--- src/rtl/pkg_tamagotchi.sv ---
// ============================================================================
// Module      : pkg_tamagotchi
// Description : Shared definitions for the image scheduler: image selector
//               codes understood by controlador_imagens and the scheduler
//               FSM state encoding.
// Revision    : 1.0 - initial release
// ============================================================================
`default_nettype none

package pkg_tamagotchi;

  // Image selector codes
  localparam logic [3:0] ESTADO_NORMAL = 4'b0000;
  localparam logic [3:0] ESTADO_ACAO1  = 4'b0001;
  localparam logic [3:0] ESTADO_ACAO2  = 4'b0010;
  localparam logic [3:0] ESTADO_PISCA  = 4'b0011;

  // Scheduler FSM states
  typedef enum logic [1:0] {
    IDLE  = 2'd0,
    ACAO1 = 2'd1,
    ACAO2 = 2'd2
  } fsm_t;

endpackage

`default_nettype wire

--- src/rtl/contador_quadros.sv ---
// ============================================================================
// Module      : contador_quadros
// Description : Frame counter. Counts enable pulses, synchronous clear has
//               priority over counting, tc flags count == limit.
// Ports       : clk, reset  - clock / synchronous active-high reset
//               clear       - force count to zero this cycle
//               enable      - count one frame
//               limit       - terminal-count value
//               tc          - high while count equals limit
// Revision    : 1.0 - initial release
// ============================================================================
`default_nettype none

module contador_quadros #(
  parameter int CNT_W = 8
) (
  input  logic             clk,
  input  logic             reset,
  input  logic             clear,
  input  logic             enable,
  input  logic [CNT_W-1:0] limit,
  output logic             tc
);

  logic [CNT_W-1:0] count;

  always_ff @(posedge clk) begin
    if (reset || clear) begin
      count <= '0;
    end else if (enable) begin
      count <= count + CNT_W'(1);
    end
  end

  assign tc = (count == limit);

endmodule

`default_nettype wire

--- src/rtl/escalonador_imagens.sv ---
// ============================================================================
// Module      : escalonador_imagens
// Description : Frame-synchronous image scheduler. Latches button requests,
//               holds each action image for HOLD_FRAMES whole frames and
//               blinks the idle image every BLINK_FRAMES frames. The selector
//               only changes on frame_done so no frame is ever torn.
// Ports       : clk, reset  - clock / synchronous active-high reset
//               b1_pulse    - request action 1 (priority)
//               b2_pulse    - request action 2
//               frame_done  - end-of-frame pulse, the only decision point
//               estado      - registered image selector
//               ocupado     - high while an action image is held
//               troca       - one-cycle pulse when estado changes value
// Revision    : 1.0 - initial release
// ============================================================================
`default_nettype none

module escalonador_imagens
  import pkg_tamagotchi::*;
#(
  parameter int HOLD_FRAMES  = 60,
  parameter int BLINK_FRAMES = 120,
  parameter int CNT_W        = 8
) (
  input  logic       clk,
  input  logic       reset,
  input  logic       b1_pulse,
  input  logic       b2_pulse,
  input  logic       frame_done,
  output logic [3:0] estado,
  output logic       ocupado,
  output logic       troca
);

  fsm_t             state, state_n;
  logic [3:0]       estado_n;
  logic             p1, p2;
  logic             req1, req2;
  logic             serve1, serve2;
  logic             cnt_clear;
  logic             tc;
  logic [CNT_W-1:0] limit;

  // One counter serves both timings: the limit follows the current state.
  assign limit = (state == IDLE) ? CNT_W'(BLINK_FRAMES - 1)
                                 : CNT_W'(HOLD_FRAMES - 1);

  contador_quadros #(
    .CNT_W (CNT_W)
  ) u_contador (
    .clk    (clk),
    .reset  (reset),
    .clear  (cnt_clear),
    .enable (frame_done),
    .limit  (limit),
    .tc     (tc)
  );

  // A pulse arriving together with frame_done counts for this decision.
  assign req1 = p1 | b1_pulse;
  assign req2 = p2 | b2_pulse;

  always_comb begin
    state_n   = state;
    estado_n  = estado;
    cnt_clear = 1'b0;
    serve1    = 1'b0;
    serve2    = 1'b0;
    // Idle decides on every frame; an action only once its hold expires.
    if (frame_done && (state == IDLE || tc)) begin
      if (req1) begin
        state_n   = ACAO1;
        estado_n  = ESTADO_ACAO1;
        cnt_clear = 1'b1;
        serve1    = 1'b1;
      end else if (req2) begin
        state_n   = ACAO2;
        estado_n  = ESTADO_ACAO2;
        cnt_clear = 1'b1;
        serve2    = 1'b1;
      end else if (state != IDLE) begin
        state_n   = IDLE;
        estado_n  = ESTADO_NORMAL;
        cnt_clear = 1'b1;
      end else if (tc) begin
        cnt_clear = 1'b1;
        estado_n  = (estado == ESTADO_PISCA) ? ESTADO_NORMAL : ESTADO_PISCA;
      end
    end
  end

  always_ff @(posedge clk) begin
    if (reset) begin
      state   <= IDLE;
      estado  <= ESTADO_NORMAL;
      ocupado <= 1'b0;
      troca   <= 1'b0;
      p1      <= 1'b0;
      p2      <= 1'b0;
    end else begin
      state   <= state_n;
      estado  <= estado_n;
      ocupado <= (state_n != IDLE);
      // Re-entering the same action leaves estado unchanged, so no pulse.
      troca   <= (estado_n != estado);
      p1      <= req1 & ~serve1;
      p2      <= req2 & ~serve2;
    end
  end

endmodule

`default_nettype wire

--- config.mk ---
export PLATFORM = sky130hd
export DESIGN_NAME = escalonador_imagens
export DESIGN_NICKNAME = d
export VERILOG_FILES = /design/src/rtl/pkg_tamagotchi.sv /design/src/rtl/contador_quadros.sv /design/src/rtl/escalonador_imagens.sv
export SDC_FILE = /design/constraint.sdc
export NUM_CORES = 1
export LEC_CHECK = 0
export BUFFER_PORTS_ARGS = -buffer_cell sky130_fd_sc_hd__buf_2
export CAP_MARGIN = 20
export CORE_UTILIZATION = 45
export DETAILED_ROUTE_END_ITERATION = 8
export PLACE_DENSITY = 0.68
export SETUP_SLACK_MARGIN = 0.1
export SLEW_MARGIN = 30
export SYNTH_ARGS = -nofsm -noshare
export SYNTH_HDL_FRONTEND = slang
export SYNTH_SLANG_ARGS = --single-unit
--- constraint.sdc ---
create_clock -name clk -period 2.5 [get_ports clk]
set_clock_uncertainty 0.2 [all_clocks]
set_input_delay 0 -clock clk [delete_from_list [all_inputs] [get_ports clk]]
set_output_delay 0 -clock clk [all_outputs]
set_load 0.01 [all_outputs]
==> impl_metrics.csv <==
group,metric,value,unit
sta,setup_viol,0,
place,dp_hpwl,1.23,mm
power_and_ir_drop,ir_drop,0.331,mV
critical_path,regToRegSetupSlack,480,ps
sta,slew_viol_final,0,
floorplan,ioPinCount,11,
critical_path,slowest_delay,410,ps
global_route,grt_usage,19.5,%
floorplan,dieWidth,46.4,um
floorplan,fp.dieArea,0.00215,mm2
sta,slew_headroom,59.8,%
critical_path,critPathLaunchType,"flop",
layout,n_antenna_cell,0,
yosys,yosysSeqAreaShare,40.6,%
layout,syn_to_final_growth,13.1,%
yosys,synthDistinctLibCells,35,
floorplan,dieHeight,46.4,um
route,wl,1.76,mm
global_route,grt_pass1_vias,650,
power_and_ir_drop,sw_frac_of_total,27.9,%
place,portBuffers,10,
sta,post-route-period-util,80.9,%
min_path,hold_path_depth,2,
sta,grt_setup_unrepaired,"false",
clock_tree,post_cts_resized,0,
clock_tree,cts_buffer_depth,2,
yosys,synth_edf_count,0,
route,postRouteAntennaNets,0,
yosys,synthFlopType,"dfxtp_1",
outcome,status,"finished, final reports clean",
place,gp_congestion,0.780,
sta,min_period,2020,ps
critical_path,ff2ff_path_depth,6,
yosys,syn_avg_cell_area,8.87,um2
critical_path,critPathKind,"reg2reg",
power_and_ir_drop,p_int,0.000401,W
critical_path,crit_family,"simple AND/OR/NAND/NOR gates",
yosys,synthArstFlopShare,0,%
clock_tree,cts_tree,"built",
sta,finalHoldViolCount,0,
min_path,worst_hold_path.endpoint,"estado[2]",
power_and_ir_drop,pwr-share-comb,17.3,%
yosys,synth_common_cells,"dfxtp_1 (18), nor2_1 (16), a21oi_1 (6), nand2_1 (6)",
critical_path,path_cells,"ha_1 -> and4b_4 -> a21o_1 -> and2_4 -> a21o_1 -> nor2_1",
power_and_ir_drop,pwr-share-clk,26.0,%
critical_path,regToRegStartpoint,"u_contador.count[0]",
critical_path,cp-end-kind,"flop",
global_route,grt_pass1_wl,2.86,mm
yosys,synth_top_area_share,40.6,%
min_path,min_path_type,"reg2reg",
layout,drive_gt1_share,16.8,%
sta,worstMarginPinSlew,597,ps
global_route,antenna_found_initial,0,
clock_tree,cts_root_buf,"clkbuf_4",
critical_path,required,2490,ps
yosys,syn_nets,106,
place,dp_slack,495,ps
critical_path,worst-path-buf-inv,0,
yosys,synthTopCellsByArea,"dfxtp_1 (41%), nor2_1 (6.8%), xnor2_1 (3.9%)",
clock_tree,clk_pin_slew,100,ps
route,viasPerCell,5.49,
layout,design.final.nets,121,
min_path,hp-start,"estado[2]",
global_route,grt_overflow_total,0,
floorplan,rows,15,
critical_path,crit_top_cell,"a21o_1",
critical_path,critPathSlowestCell,"dfxtp_1",
clock_tree,clkSinkCount,18,
route,drtIter0Drc,13,
sta,fin_tns_setup,0,ps
global_route,grt_max_degree,12,
clock_tree,cts_max_level,1,
yosys,syn_inst,100,
power_and_ir_drop,power.density,553,mW/mm2
yosys,synth_seq_cells,18,
yosys,yosysMostFrequentCell,"dfxtp_1",
clock_tree,insertion_delay,300,ps
sta,fmax,494,MHz
power_and_ir_drop,switchingPower,0.000155,W
route,vias,758,
floorplan,design.core.area,0.00178,mm2
route,first_pass_iters,4,
critical_path,critPathMaxFanout,10,
critical_path,arrival,2010,ps
sta,fin_ws,477,ps
critical_path,r2r-end,"u_contador.count[7]",
floorplan,initial_utilization,49.8,%
route,post-route-drc-count,0,
clock_tree,cts_buffers,3,
route,wl_per_cell,12.8,um
yosys,yosysTopAreaCell,"dfxtp_1",
job,max_cap_violations,0,
yosys,ys.warnings.count,0,
yosys,syn-cell-area,887,um2
power_and_ir_drop,pwr-share-seq,56.7,%
power_and_ir_drop,total_leakage_power,0.373,nW
-- through the flow --
| step | power, W | cells | util [%] | cell area (um2) | hold slack (ps) |
|---|---|---|---|---|---|
| after floorplan | 0.000392 | 100 | - | 887 | 21.4 |
| after global placement | 0.000410 | 131 | 52.8 | 941 | 93.7 |
| after detailed placement | 0.000412 | 131 | 52.8 | 941 | 91.2 |
| after CTS | 0.000562 | 138 | 56.3 | 1000 | 261 |
| after global routing | 0.000588 | 138 | 56.3 | 1000 | 276 |
| final | 0.000555 | 138 | 56.3 | 1000 | 262 |
-- repair_timing --
item / in CTS / in global routing
hold buffers: 4 / 0
endpoints found under the hold margin: 13 / 0
buffers inserted: 0 / 0
setup endpoints to repair: 0 / 0
-- layer usage --
| layer | part of all wire (%) | vias to the layer above | GRT usage, % | wire, um |
|---|---|---|---|---|
| met4 | 2.8 | 0 | 12.4 | 50 |
| met2 | 40 | 16 | 25.6 | 698 |
| li1 | - | 394 | - | - |
| met1 | 53 | 343 | 27.1 | 938 |
| met3 | 4.1 | 5 | 5.88 | 72 |
| met5 | 0 | - | 0 | 0 |
-- flip-flops by register name, indices dropped and copies added (netlist names) --
register,flops
ocupado,1
troca,1
state,2
p2,1
estado,4
p1,1
u_contador.count,8
-- worst max path at each step --
stage / startpoint / to / cells past startpoint
after floorplan: u_contador.count[0] / u_contador.count[0] / 8
after global placement: u_contador.count[0] / u_contador.count[5] / 6
after detailed placement: u_contador.count[0] / u_contador.count[5] / 6
after CTS: u_contador.count[0] / u_contador.count[5] / 6
after global routing: u_contador.count[0] / u_contador.count[2] / 6
final: u_contador.count[0] / u_contador.count[7] / 6
-- layout make-up --
cell class | count | area [um2]
Clock buffer | 3 | 22.5
Fill cell | 156 | 779
Timing Repair Buffer | 15 | 97.6
Sequential cell | 18 | 360
Inverter | 3 | 11.3
Multi-Input combinational cell | 74 | 480
Tap cell | 25 | 31.3
-- cell usage in the layout, fill, tap and decap left out, types with 3 or more instances in the layout --
cell,synthesis,final
clkbuf_4,0,3
nand3_1,4,4
xnor2_1,4,4
nand2_1,6,6
nor2_1,16,16
dlygate4sd3_1,0,4
inv_1,3,3
buf_2,1,10
nand4_1,3,3
dfxtp_1,18,18
a21oi_1,6,6
a31oi_1,3,3
xor2_1,3,3
-- power groups by stage --
stage	clock network, W	logic, W	registers [W]
after floorplan	0	0.0000699	0.000322
after global placement	0	0.0000896	0.000321
after detailed placement	0	0.0000903	0.000321
after CTS	0.000152	0.0000956	0.000315
after global routing	0.000164	0.000106	0.000317
final	0.000145	0.0000959	0.000315
-- cell families (layout without fill, tap and decap cells) --
family                   Yosys count  after routing  synth area share, %
multiplexers                       2              2                 2.26
adder cells (fa/ha/maj)            1              1                 1.41
AO/OA/AOI/OAI                     24             24                 19.6
flip-flops                        18             18                 40.6
buffers and inverters              8             21                 5.22
XOR/XNOR                           7              7                 6.91
AND/OR/NAND/NOR                   40             40                 24.0
-- tightest hold or removal path, cell delays in order (launching register included) --
cell	delay [ps]
dfxtp_1	340
inv_1	50
nor2_1	30
Power figures use the tool's default switching activity.
